### config.mk
export PLATFORM = sky130hd
export DESIGN_NAME = uart_tx_cfg
export DESIGN_NICKNAME = d
export VERILOG_FILES = /design/src/rtl/uart_tx_cfg.sv
export SDC_FILE = /design/constraint.sdc
export NUM_CORES = 1
export LEC_CHECK = 0
export BUFFER_PORTS_ARGS = -buffer_cell sky130_fd_sc_hd__clkbuf_2
export CAP_MARGIN = 20
export CORE_ASPECT_RATIO = 0.7
export CORE_UTILIZATION = 54
export CTS_CLUSTER_DIAMETER = 80
export CTS_CLUSTER_SIZE = 40
export DETAILED_ROUTE_END_ITERATION = 16
export GPL_TIMING_DRIVEN = 0
export PLACE_DENSITY = 0.72
export SYNTH_ARGS = -nofsm -noshare
export SYNTH_HDL_FRONTEND = slang
export SYNTH_SLANG_ARGS = --single-unit
### constraint.sdc
create_clock -name clk -period 2.7 [get_ports clk]
set_clock_uncertainty 0.2 [all_clocks]
set_input_delay 0.54 -clock clk [delete_from_list [all_inputs] [get_ports clk]]
set_output_delay 0.54 -clock clk [all_outputs]
set_load 0.005 [all_outputs]
### src/rtl/uart_tx_cfg.sv
// rtl/uart_tx_cfg.sv - parameterised UART transmitter with a small transmit FIFO
module uart_tx_cfg #(
  parameter int CLK_FREQ   = 100_000_000,
  parameter int BAUD_RATE  = 9600,
  parameter int DATA_BITS  = 8,
  parameter int PARITY     = 0,
  parameter int STOP_BITS  = 1,
  parameter int FIFO_DEPTH = 4
) (
  input  logic                               clk,
  input  logic                               rst,
  input  logic [DATA_BITS-1:0]               s_data,
  input  logic                               s_valid,
  output logic                               s_ready,
  output logic                               tx,
  output logic                               busy,
  output logic [$clog2(FIFO_DEPTH+1)-1:0]    fifo_count
);

  localparam int CPB = CLK_FREQ / BAUD_RATE;
  localparam int BW  = (CPB > 1) ? $clog2(CPB) : 1;
  localparam int AW  = (FIFO_DEPTH > 1) ? $clog2(FIFO_DEPTH) : 1;
  localparam int CW  = $clog2(FIFO_DEPTH + 1);
  localparam int IW  = $clog2(DATA_BITS);

  localparam logic [BW-1:0] BAUD_LAST = BW'(CPB - 1);
  localparam logic [IW-1:0] LAST_DATA = IW'(DATA_BITS - 1);
  localparam logic [IW-1:0] LAST_STOP = IW'(STOP_BITS - 1);
  localparam logic [CW-1:0] DEPTH_C   = CW'(FIFO_DEPTH);
  localparam logic          PAR_ODD   = (PARITY == 2);

  localparam logic [2:0] S_IDLE  = 3'd0;
  localparam logic [2:0] S_START = 3'd1;
  localparam logic [2:0] S_DATA  = 3'd2;
  localparam logic [2:0] S_PAR   = 3'd3;
  localparam logic [2:0] S_STOP  = 3'd4;

  logic [DATA_BITS-1:0] mem_q [FIFO_DEPTH];
  logic [AW-1:0]        wr_ptr_q, wr_ptr_d;
  logic [AW-1:0]        rd_ptr_q, rd_ptr_d;
  logic [CW-1:0]        count_q, count_d;

  logic [2:0]           state_q, state_d;
  logic [BW-1:0]        baud_q, baud_d;
  logic [IW-1:0]        bit_q, bit_d;
  logic [DATA_BITS-1:0] shift_q, shift_d;
  logic                 par_q, par_d;
  logic                 tx_q, tx_d;

  logic full;
  logic push;
  logic load;
  logic bit_done;

  assign full       = (count_q == DEPTH_C);
  assign s_ready    = !full && !rst;
  assign push       = s_valid && s_ready;
  assign bit_done   = (baud_q == BAUD_LAST);
  assign tx         = tx_q;
  assign busy       = (state_q != S_IDLE) || (count_q != '0);
  assign fifo_count = count_q;

  // FIFO bookkeeping; a full FIFO refuses a push even when a pop happens in the same cycle
  always_comb begin
    wr_ptr_d = wr_ptr_q;
    rd_ptr_d = rd_ptr_q;
    count_d  = count_q;
    if (push) wr_ptr_d = wr_ptr_q + 1'b1;
    if (load) rd_ptr_d = rd_ptr_q + 1'b1;
    case ({push, load})
      2'b10:   count_d = count_q + 1'b1;
      2'b01:   count_d = count_q - 1'b1;
      default: count_d = count_q;
    endcase
  end

  // Frame sequencer; load pops the head word and starts a new frame on the same edge
  always_comb begin
    state_d = state_q;
    baud_d  = baud_q;
    bit_d   = bit_q;
    shift_d = shift_q;
    par_d   = par_q;
    tx_d    = tx_q;
    load    = 1'b0;
    case (state_q)
      S_IDLE: begin
        tx_d = 1'b1;
        if (count_q != '0) load = 1'b1;
      end
      S_START: begin
        if (bit_done) begin
          state_d = S_DATA;
          baud_d  = '0;
          bit_d   = '0;
          tx_d    = shift_q[0];
        end else begin
          baud_d = baud_q + 1'b1;
        end
      end
      S_DATA: begin
        if (bit_done) begin
          baud_d = '0;
          if (bit_q == LAST_DATA) begin
            bit_d = '0;
            if (PARITY != 0) begin
              state_d = S_PAR;
              tx_d    = par_q;
            end else begin
              state_d = S_STOP;
              tx_d    = 1'b1;
            end
          end else begin
            bit_d   = bit_q + 1'b1;
            shift_d = shift_q >> 1;
            tx_d    = shift_q[1];
          end
        end else begin
          baud_d = baud_q + 1'b1;
        end
      end
      S_PAR: begin
        if (bit_done) begin
          state_d = S_STOP;
          baud_d  = '0;
          bit_d   = '0;
          tx_d    = 1'b1;
        end else begin
          baud_d = baud_q + 1'b1;
        end
      end
      S_STOP: begin
        if (bit_done) begin
          baud_d = '0;
          if (bit_q == LAST_STOP) begin
            bit_d = '0;
            tx_d  = 1'b1;
            if (count_q != '0) load = 1'b1;
            else               state_d = S_IDLE;
          end else begin
            bit_d = bit_q + 1'b1;
          end
        end else begin
          baud_d = baud_q + 1'b1;
        end
      end
      default: begin
        state_d = S_IDLE;
        baud_d  = '0;
        bit_d   = '0;
        tx_d    = 1'b1;
      end
    endcase
    if (load) begin
      state_d = S_START;
      baud_d  = '0;
      bit_d   = '0;
      tx_d    = 1'b0;
      shift_d = mem_q[rd_ptr_q];
      par_d   = (^mem_q[rd_ptr_q]) ^ PAR_ODD;
    end
  end

  // FIFO storage; contents need no reset since count gates every read
  always_ff @(posedge clk) begin
    if (push) mem_q[wr_ptr_q] <= s_data;
  end

  // State registers with synchronous reset that aborts any frame and flushes the FIFO
  always_ff @(posedge clk) begin
    if (rst) begin
      wr_ptr_q <= '0;
      rd_ptr_q <= '0;
      count_q  <= '0;
      state_q  <= S_IDLE;
      baud_q   <= '0;
      bit_q    <= '0;
      shift_q  <= '0;
      par_q    <= 1'b0;
      tx_q     <= 1'b1;
    end else begin
      wr_ptr_q <= wr_ptr_d;
      rd_ptr_q <= rd_ptr_d;
      count_q  <= count_d;
      state_q  <= state_d;
      baud_q   <= baud_d;
      bit_q    <= bit_d;
      shift_q  <= shift_d;
      par_q    <= par_d;
      tx_q     <= tx_d;
    end
  end

endmodule

==> results of run 1 <==
==> routing by layer <==
layer,GRT usage,share of wire
met5,0,0
met4,0.0788,0.011
met3,0.0874,0.072
met2,0.303,0.40
met1,0.350,0.52
==> report_power, final <==
| group | switching, µW | internal, µW |
|---|---|---|
| sequential | 82.9 | 1240 |
| clock | 365 | 514 |
| combinational | 580 | 467 |
| total | 1030 | 2220 |
==> stage by stage <==
step | hold slack [ns] | worst slack [ns]
final | 0.220 | 0.0993
after detailed placement | 0.265 | -0.268
after global routing | 0.198 | -0.0125
after CTS | 0.200 | 0.0206
after floorplan | 0.244 | 0.0462
after global placement | 0.257 | -0.198
==> cells in the mapped netlist (all sizes together), types with 8 or more instances <==
library cell  count  area share
dfxtp            38        0.24
edfxtp           32        0.30
nor2             31       0.038
nand2            27       0.032
a21oi            17       0.030
nor3             13       0.022
inv              11       0.013
nand3            11       0.017
buf               9       0.019
ha                9       0.035
o21ai             9       0.014
and3              8       0.018
mux4              8       0.057
xnor2             8       0.022
==> state kept, by name, indices dropped and copies added, names as in the netlist, named ones only <==
name	cells
fifo_count	3
tx	1
baud_q	14
state_q	3
wr_ptr_q	2
rd_ptr_q	2
shift_q	8
mem_q	32
bit_q	3
==> kinds of logic after synthesis <==
| logic type | after synthesis | synth area share |
|---|---|---|
| xor+xnor | 14 | 0.0386 |
| buf+inv | 25 | 0.0378 |
| flops | 70 | 0.542 |
| compound gates | 39 | 0.0749 |
| mux | 8 | 0.0568 |
| fa+ha+maj | 12 | 0.0485 |
| simple gates | 120 | 0.201 |
==> worst max path at each step <==
stage / slack (ns) / cells after the start / end / start
after floorplan: 0.05 / 12 / fifo_count[2]$_SDFFE_PP0P_ / state_q[1]$_SDFFE_PP0P_
final: 0.1 / 11 / fifo_count[2]$_SDFFE_PP0P_ / state_q[1]$_SDFFE_PP0P_
after CTS: 0.02 / 11 / fifo_count[2]$_SDFFE_PP0P_ / state_q[1]$_SDFFE_PP0P_
after detailed placement: -0.27 / 11 / fifo_count[2]$_SDFFE_PP0P_ / state_q[2]$_SDFFE_PP0P_
after global routing: -0.01 / 12 / fifo_count[2]$_SDFFE_PP0P_ / bit_q[0]$_SDFFE_PP0P_
after global placement: -0.20 / 11 / fifo_count[2]$_SDFFE_PP0P_ / state_q[2]$_SDFFE_PP0P_
==> what timing repair did <==
item | 4_1_cts | 5_1_grt
hold endpoints to repair | 0 | 0
setup buffers | 5 | 4
pin swaps | 5 | 4
gates resized for setup | 12 | 11
setup endpoints to repair | 2 | 1
==> final cells by class <==
| type | count | area, µm² | area share |
|---|---|---|---|
| Timing Repair Buffer | 25 | 148 | 0.0399 |
| Clock buffer | 11 | 131 | 0.0355 |
| Buffer | 12 | 71.3 | 0.0193 |
| Clock inverter | 4 | 72.6 | 0.0196 |
| Inverter | 12 | 50.0 | 0.0135 |
| Tap cell | 72 | 90.1 | 0.0243 |
| Multi-Input combinational cell | 193 | 1410 | 0.381 |
| Sequential cell | 70 | 1730 | 0.467 |
==> key figures, run 1 <==
Outcome
  – Status: finished, final reports clean

Die
  – Die ar.: 6190 µm²
  – Core box area: about 5500 µm²
  – # rows: 22
  – Die Width: approximately 94 µm
  – Starting Density: 0.582
  – Die H: 66.1 µm
  – # IOs: 17

Logic synthesis
  – Flops & latches, synth: 70
  – Post-Syn Area: between 3000 and 4000 µm²
  – Gate count of the mapped netlist: 288
  – Post-synth ARST share: 0
  – Register area share after synthesis: 0.542
  – Syn avg cell area: 11.0 µm²
  – Post-Syn Nets: between 300 and 400
  – Post-synth EDFFs: 32
  – Synth unique cells: 54
  – Dominant synthesized flop cell: dfxtp_1
  – Synth warn: 0

STA
  – Fin. Hold Viols: 0
  – Max Slew Vio Count: 0
  – Minimum clock period: 2.60 ns
  – Slew @ Worst Pin: 0.698 ns
  – Setup-failing EPs final: 0
  – Final worst path period share: 0.963
  – Relative slew slack: 0.535
  – Setup TNS: 0 ns
  – Fmax achieved: about 0.38 GHz

Clocking
  – CTS sink cnt: 70
  – CTS tree: done
  – Clk_lat worst skew: 0.34 ns
  – CTS buffer count: 9
  – Clk buf depth: 2
  – Clock root buffer master: clkbuf_8
  – Post-CTS Hold Buffers: 0
  – H-tree lvl count: 3
  – Worst-path clk slew: roughly 0.070 ns

Worst setup path
  – FF-to-FF path depth: 11
  – Slowest CP cell: or3_4
  – Crit-path max cell delay: ~0.43 ns
  – Worst path top cell family by delay: simple AND/OR/NAND/NOR gates
  – Crit path DAT: 2.68 ns
  – Worst EP required: 2.78 ns
  – CP bufs+invs: 3
  – CP Capture Type: flop
  – R2R Setup Slk: between 0.09 and 0.1 ns
  – Crit-path max FO: 10
  – FF-to-FF End: fifo_count[2]$_SDFFE_PP0P_
  – Setup CP Type: reg2reg
  – Reg-to-Reg Start: state_q[1]$_SDFFE_PP0P_
  – CP Cell Sequence: buf_4, or3_4, nor2_4, a21oi_4, inv_4, ha_4, inv_1, fa_2, xor2_1, or3_1, a21oi_2
  – Startpoint Class: flop

Final layout
  – Post-layout util: 0.679
  – Non-Filler Instances: 399
  – FILL cells: 428
  – Diodes inserted: 0
  – Most common cell after layout, fill and taps aside: dfxtp_1
  – Layout cells sized above 1: 0.260
  – Final Cell Area: 3700 µm²
  – Most frequent cells in the layout: dfxtp_1, edfxtp_1, nor2_1, nand2_1, clkbuf_2
  – Area growth from synthesis to layout: 16.6%
  – # nets final: around 340

Global routing
  – Largest net degree at the start of global routing: 12
  – Global-route wire length before repair: 10500 µm
  – Tot GR Track Use: 0.233
  – Vias in the first global route: 2078
  – GRT Residual Overflow: 0
  – Antenna violations before repair: 0

Power and ir drop
  – Peak VDD IR: 0.437 mV
  – Total power: 3250 µW
  – Leakage power: 0.00129 µW
  – PwrDens: 878 nW/µm²

Placement
  – Dpl cell area: 3350 µm²
  – GPL Wtd Cong: roughly 0.82
  – HPWL after DPL: roughly 4400 µm
  – DP Cell Count: roughly 380
  – Count of buffers from port buffering: 16

Drt
  – Routed length per instance: 15.8 µm
  – Routed Antenna Nets: 0
  – Final wirelength: 6310 µm
  – Routed via count: 2250
  – 1st-pass router iterations: 5
  – Drt drc: 0
  – Initial DRC count: 149
  – Drt via density: 5.64

Flow run
  – Maxcap violations: 0

Hold path
  – Hold path startpoint: s_data[4]
  – Worst hold path depth: 1
  – Type of the tightest min-delay check: in2reg
  – Hold Path End: mem_q[3][4]$_DFFE_PP_
No activity file was read; power rests on OpenSTA's default activity.
==> run 2: changes to the inputs <==
Settings changed: CORE_MARGIN set to 10, GPL_TIMING_DRIVEN 0 to not set.
==> run 2 against run 1 <==
Power shrank 0.73%. Final cell count shrank 0.50%. Sequential cell count is the same. Die area grew 52%. Critical path depth grew 1. Maximum frequency grew 1.7%. Wire length grew 0.17%. Global-route usage shrank 9.9 points. Register-to-register slack gained 0.04 ns. Combinational power shrank 12%. Largest cell class unchanged. Largest power group unchanged.
==> key figures, run 2 (same netlist as run 1, synthesis figures left out) <==
Outcome
  – Status: finished, final reports clean

Global routing
  – GR peak layer: met1
  – Tot GR Track Use: 0.135 (-0.0986)
  – Vias in the first global route: 2123 (+2.2%)
  – Global-route wire length before repair: 10500 µm (+0.13%)
  – Grt met1 use: 0.191 (-0.159)
  – Met3 GRT Util: 0.0434 (-0.0440)
  – Antenna violations before repair: 0 (unchanged)
  – GRT Residual Overflow: 0 (unchanged)
  – Grt met2 use: 0.186 (-0.117)
  – Largest net degree at the start of global routing: 22 (+10)

Placement
  – HPWL after DPL: 4380 µm (+0.28%)
  – Count of buffers from port buffering: 16 (unchanged)
  – GPL Wtd Cong: 0.856 (+4.3%)
  – Pre-CTS WS: 0.0588 ns (+0.327 ns)

Power and ir drop
  – Leakage power: 0.00129 µW (-0.15%)
  – Peak VDD IR: 0.604 mV (+38%)
  – PwrDens: 879 nW/µm² (+0.15%)

Drt
  – Drt drc: 0 (unchanged)
  – Final wirelength: 6320 µm (+0.17%)
  – 1st-pass router iterations: 5 (unchanged)
  – Routed Antenna Nets: 0 (unchanged)
  – Routed via count: 2245 (-0.22%)
  – Routed length per instance: 15.9 µm (+0.68%)
  – Drt via density: 5.65 (+0.28%)
  – Initial DRC count: 136 (-8.7%)

Worst setup path
  – Reg-to-Reg Start: bit_q[0]$_SDFFE_PP0P_
  – Setup CP Type: reg2reg
  – Crit-path max FO: 3 (-7)
  – CP Capture Type: flop
  – Startpoint Class: flop
  – Worst EP required: 2.78 ns (about the same)
  – CP Launch Point: bit_q[0]$_SDFFE_PP0P_
  – Crit path DAT: 2.64 ns (-0.04 ns)
  – R2R Setup Slk: 0.14 ns (+0.04 ns)

Final layout
  – # nets final: 338 (-1.7%)
  – Most frequent cells in the layout: dfxtp_1, edfxtp_1, nor2_1, nand2_1, clkbuf_2
  – Top register by number of flip-flops: mem_q
  – Most common cell after layout, fill and taps aside: dfxtp_1
  – Post-layout util: 0.644 (-0.0352)
  – Max reg flops: 32 (unchanged)
  – FILL cells: 438 (+2.3%)
  – Diodes inserted: 0 (unchanged)
  – Register Area: 1720 µm² (-0.29%)
  – Multi-input combinational cell area: 1380 µm² (-2.0%)
  – Area growth from synthesis to layout: 15.6%
  – Layout cells sized above 1: 0.258 (-0.00217)
  – Top Registers: mem_q (32), baud_q (14), shift_q (8)

Die
  – Core box area: 5700 µm² (+4.5%)
  – Die H: 84.1 µm (+27%)
  – # rows: 23 (+4.5%)
  – Die Width: 112 µm (+19%)
  – Die ar.: 9390 µm² (+52%)
  – Starting Density: 0.557 (-0.0253)
  – # IOs: 17 (unchanged)

STA
  – Max Slew Vio Count: 0 (unchanged)
  – Slew @ Worst Pin: 0.696 ns (-0.00254 ns)
  – Setup-failing EPs final: 0 (unchanged)
  – Final setup margin: 0.143 ns (+0.0440 ns)
  – Fmax achieved: 0.391 GHz (+1.7%)
  – Final worst path period share: 0.947 (-0.0163)
  – Fin. Hold Viols: 0 (unchanged)
  – Minimum clock period: 2.56 ns (-0.0440 ns)
  – Relative slew slack: 0.533 (-0.00188)

Clocking
  – H-tree lvl count: 3 (unchanged)
  – # Post-CTS Setup Buffers: 0 (-5)
  – Worst-path clk slew: 0.08 ns (about the same)
  – Clock root buffer master: clkbuf_8
  – CTS tree: done
  – CTS sink cnt: 70 (unchanged)
  – CTS buffer count: 9 (unchanged)
  – Clk_lat worst skew: 0.34 ns (about the same)
  – Clk buf depth: 2 (unchanged)

Flow run
  – Maxcap violations: 0 (unchanged)

Hold path
  – Type of the tightest min-delay check: in2reg
  – Hold path startpoint: s_data[5]
==> run 2: final timing paths <==
| kind | end | cells after the start |
|---|---|---|
| setup / recovery | fifo_count[2]$_SDFFE_PP0P_ | 12 |
| hold / removal | mem_q[3][5]$_DFFE_PP_ | 1 |
| setup reg to reg | fifo_count[2]$_SDFFE_PP0P_ | 12 |
| hold reg to reg | bit_q[1]$_SDFFE_PP0P_ | 2 |
==> run 2: layout make-up <==
cell class / count / share of cell area
timing repair buffer: 31 / 0.0525
sequential: 70 / 0.470
clock buffer: 10 / 0.0375
tap: 75 / 0.0256
inverter: 12 / 0.0123
clock inverter: 6 / 0.0256
multi-input combinational: 193 / 0.377
==> run 2: timing repair <==
| item | CTS | global route |
|---|---|---|
| setup endpoints to repair | 0 | 1 |
| hold buffers | 0 | 0 |
| resized for setup | 0 | 13 |
==> run 2: metrics by stage <==
stage | setup TNS (ns) | cells | total power [µW] | hold WS, ns | area [µm²]
after floorplan | 0 | 288 | 1970 | 0.244 | 3180
after global placement | 0 | 381 | 2240 | 0.258 | 3390
after detailed placement | 0 | 381 | 2260 | 0.264 | 3390
after CTS | 0 | 397 | 3210 | 0.203 | 3620
after global routing | -0.00138 | 397 | 3410 | 0.204 | 3670
final | 0 | 397 | 3230 | 0.215 | 3670
==> run 2: metal layers <==
metal  part of all wire  up-vias
met3              0.075       10
met1               0.48     1073
met2               0.43       72
met4              0.013        0
li1                   -     1090
met5                  0        -
==> run 2: critical path, stage by stage (launching register included) <==
cell and delay, ns:
dfxtp_2 0.33, inv_2 0.08, ha_4 0.14, nand2b_4 0.07
nor4_4 0.35, a21oi_4 0.10, inv_2 0.09, ha_4 0.13
inv_1 0.04, fa_1 0.36, xor2_1 0.16, or3_1 0.32
a21oi_2 0.11
==> run 2: power breakdown <==
| group | switching [µW] | internal (µW) |
|---|---|---|
| clock network | 402 | 551 |
| registers | 109 | 1240 |
| logic | 524 | 403 |
| total | 1040 | 2190 |
==> run 3: changes to the inputs <==
Settings changed: ABC_CLOCK_PERIOD_IN_PS set to 3300, CORE_UTILIZATION 54 to 56, PLACE_DENSITY 0.72 to 0.71.
Clock period 2.7 ns to 3.3 ns, I/O delays scaled along.
==> run 3 against run 2 <==
Via count decreased by 2.2%. Clock-buffer cell count increased by 1. Setup slack improved by 0.25 ns. Combinational power decreased by 27%. Critical endpoint unchanged. Highest routed layer unchanged.
==> key figures, run 3 (same netlist as run 1, synthesis figures left out) <==
Final layout
  – Diodes inserted: 0 (unchanged)
  – FILL cells: 433 (-1.1%)
  – Top register by number of flip-flops: mem_q
  – Layout cells sized above 1: 0.186 (-0.0719)
  – Most frequent cells in the layout: dfxtp_1, edfxtp_1, nor2_1, nand2_1
  – Area growth from synthesis to layout: 10.6%
  – Multi-input combinational cell area: 1330 µm² (-3.6%)
  – # nets final: 328 (-3.0%)
  – Most common cell after layout, fill and taps aside: dfxtp_1
  – Register Area: 1720 µm² (-0.14%)
  – Top Registers: mem_q (32), baud_q (14), shift_q (8)
  – Max reg flops: 32 (unchanged)
  – Final Cell Area: 3510 µm² (-4.3%)
  – Post-layout util: 0.654 (+0.0103)

Clocking
  – CTS tree: done
  – H-tree lvl count: 3 (unchanged)
  – Clock root buffer master: clkbuf_8
  – Worst-path clk slew: 0.07 ns (about the same)
  – CTS sink cnt: 70 (unchanged)
  – # resized after CTS: 0 (unchanged)
  – # Post-CTS Setup Buffers: 0 (unchanged)
  – CTS buffer count: 9 (unchanged)
  – Clk_lat worst skew: 0.34 ns (about the same)
  – Clk buf depth: 2 (unchanged)
  – Post-CTS Hold Buffers: 0 (unchanged)

Worst setup path
  – Reg-to-Reg Start: state_q[0]$_SDFFE_PP0P_
  – FF-to-FF path depth: 10 (-2)
  – CP Capture Type: flop
  – CP Cell Sequence: or3_1, nor2_1, a21oi_4, inv_2, ha_1, inv_1, fa_1, xor2_1, or3_1, a21oi_1
  – R2R Setup Slk: 0.39 ns (+0.25 ns)
  – Worst EP required: 3.37 ns (+0.59 ns)
  – Slowest CP cell: or3_1
  – Crit path DAT: 2.98 ns (+0.34 ns)
  – FF-to-FF End: fifo_count[2]$_SDFFE_PP0P_
  – Top cell by count, worst path: or3_1
  – CP Launch Point: state_q[0]$_SDFFE_PP0P_
  – Crit-path max cell delay: 0.50 ns (+0.14 ns)
  – Setup CP Type: reg2reg
  – Startpoint Class: flop
  – Crit-path max FO: 13 (+10)

STA
  – Unrepaired setup endpoints after global routing: false
  – Slew @ Worst Pin: 0.550 ns (-0.145 ns)
  – Final setup margin: 0.392 ns (+0.248 ns)
  – Fin. Hold Viols: 0 (unchanged)
  – Max Slew Vio Count: 0 (unchanged)
  – Final worst path period share: 0.881 (-0.0656)
  – Setup TNS: 0 ns (unchanged)
  – Setup-failing EPs final: 0 (unchanged)
  – Relative slew slack: 0.633 (+0.0999)
  – Fmax achieved: 0.344 GHz (-12%)
  – WHS: 0.271 ns (+0.0558 ns)
  – Minimum clock period: 2.91 ns (+0.352 ns)

Hold path
  – Worst hold path depth: 2 (+1)
  – Hold path startpoint: bit_q[2]$_SDFFE_PP0P_
  – Hold Path End: bit_q[2]$_SDFFE_PP0P_
  – Type of the tightest min-delay check: reg2reg

Power and ir drop
  – Internal power: 1710 µW (-22%)
  – P_sw: 809 µW (-22%)
  – Flop pwr share: 0.443 (+0.026)
  – Peak VDD IR: 0.481 mV (-20%)
  – Leakage power: 0.00122 µW (-5.1%)
  – Comb pwr share: 0.269 (-0.018)
  – Clock group share of total power: 0.288 (-0.008)
  – PwrDens: 718 nW/µm² (-18%)
  – Switching share of power: 0.321 (about the same)

Die
  – Die Width: 110 µm (-1.5%)
  – # IOs: 17 (unchanged)
  – Starting Density: 0.591 (+0.0343)
  – # rows: 22 (-4.3%)
  – Core box area: 5370 µm² (-5.8%)
  – Die H: 83.0 µm (-1.4%)
  – Die ar.: 9130 µm² (-2.8%)

Global routing
  – GRT Residual Overflow: 0 (unchanged)
  – Tot GR Track Use: 0.144 (+0.00889)
  – Largest net degree at the start of global routing: 22 (unchanged)
  – Global-route wire length before repair: 10500 µm (+0.46%)
  – Vias in the first global route: 2121 (-0.094%)
  – Antenna violations before repair: 0 (unchanged)

Placement
  – Count of buffers from port buffering: 16 (unchanged)
  – Dpl cell area: 3310 µm² (-2.4%)
  – GPL Wtd Cong: 0.819 (-4.3%)
  – HPWL after DPL: 4460 µm (+2.0%)
  – Pre-CTS WS: 0.412 ns (+0.353 ns)

Drt
  – Initial DRC count: 150 (+10%)
  – 1st-pass router iterations: 4 (-1)
  – Drt via density: 5.72 (+1.1%)
  – Final wirelength: 6170 µm (-2.3%)
  – Drt drc: 0 (unchanged)
  – Routed length per instance: 16.1 µm (+1.0%)
  – Routed via count: 2196 (-2.2%)
  – Routed Antenna Nets: 0 (unchanged)

Outcome
  – Status: finished, final reports clean

Flow run
  – Maxcap violations: 0 (unchanged)
==> run 3: changes by cell type in the layout (fill, tap and decap cells not counted), sizes merged <==
cell and delta:
clkbuf +1, clkinv +1, buf -10, clkinvlp -1
inv -1
==> run 3: metrics by stage <==
stage,power (µW),instances
final,2520,384
after detailed placement,1810,368
after global routing,2670,384
after CTS,2530,384
after floorplan,1610,288
after global placement,1790,368
==> run 3: critical path: cells and delay by family, from the launching register on <==
| kind | cells | cell delay (ns) |
|---|---|---|
| simple gates | 3 | 1.11 |
| fa+ha+maj | 2 | 0.54 |
| flops | 1 | 0.41 |
| compound gates | 2 | 0.28 |
| buf+inv | 2 | 0.15 |
| xor+xnor | 1 | 0.15 |
==> run 3: worst max path at each step <==
stage          slack [ns]                         end  depth (start not counted)
6_report             0.39  fifo_count[2]$_SDFFE_PP0P_                         10
2_1_floorplan        0.57  fifo_count[2]$_SDFFE_PP0P_                         12
3_5_place_dp         0.41  fifo_count[2]$_SDFFE_PP0P_                         10
5_1_grt              0.21  fifo_count[2]$_SDFFE_PP0P_                         10
4_1_cts              0.40  fifo_count[2]$_SDFFE_PP0P_                         10
3_3_place_gp         0.54  fifo_count[2]$_SDFFE_PP0P_                         10
==> run 3: metal layers <==
layer  global-route usage  vias up  routed length, µm
li1                     -     1073                  -
met1                0.222     1058               3210
met2                0.180       61               2540
met3               0.0517        4                400
met4               0.0375        0                 29
met5                    0        -                  0
==> run 3: layout make-up <==
cell class	count	area share
Clock inverter	5	0.0210
Sequential cell	70	0.490
Timing Repair Buffer	21	0.0335
Inverter	12	0.0128
Tap cell	72	0.0257
Multi-Input combinational cell	193	0.379
Clock buffer	11	0.0374
==> run 3: power groups by stage <==
stage	clock [µW]	combinational (µW)	sequential [µW]
6_report	726	678	1120
5_1_grt	782	754	1130
4_1_cts	733	676	1120
3_5_place_dp	0	672	1130
3_3_place_gp	0	657	1130
2_1_floorplan	0	533	1080
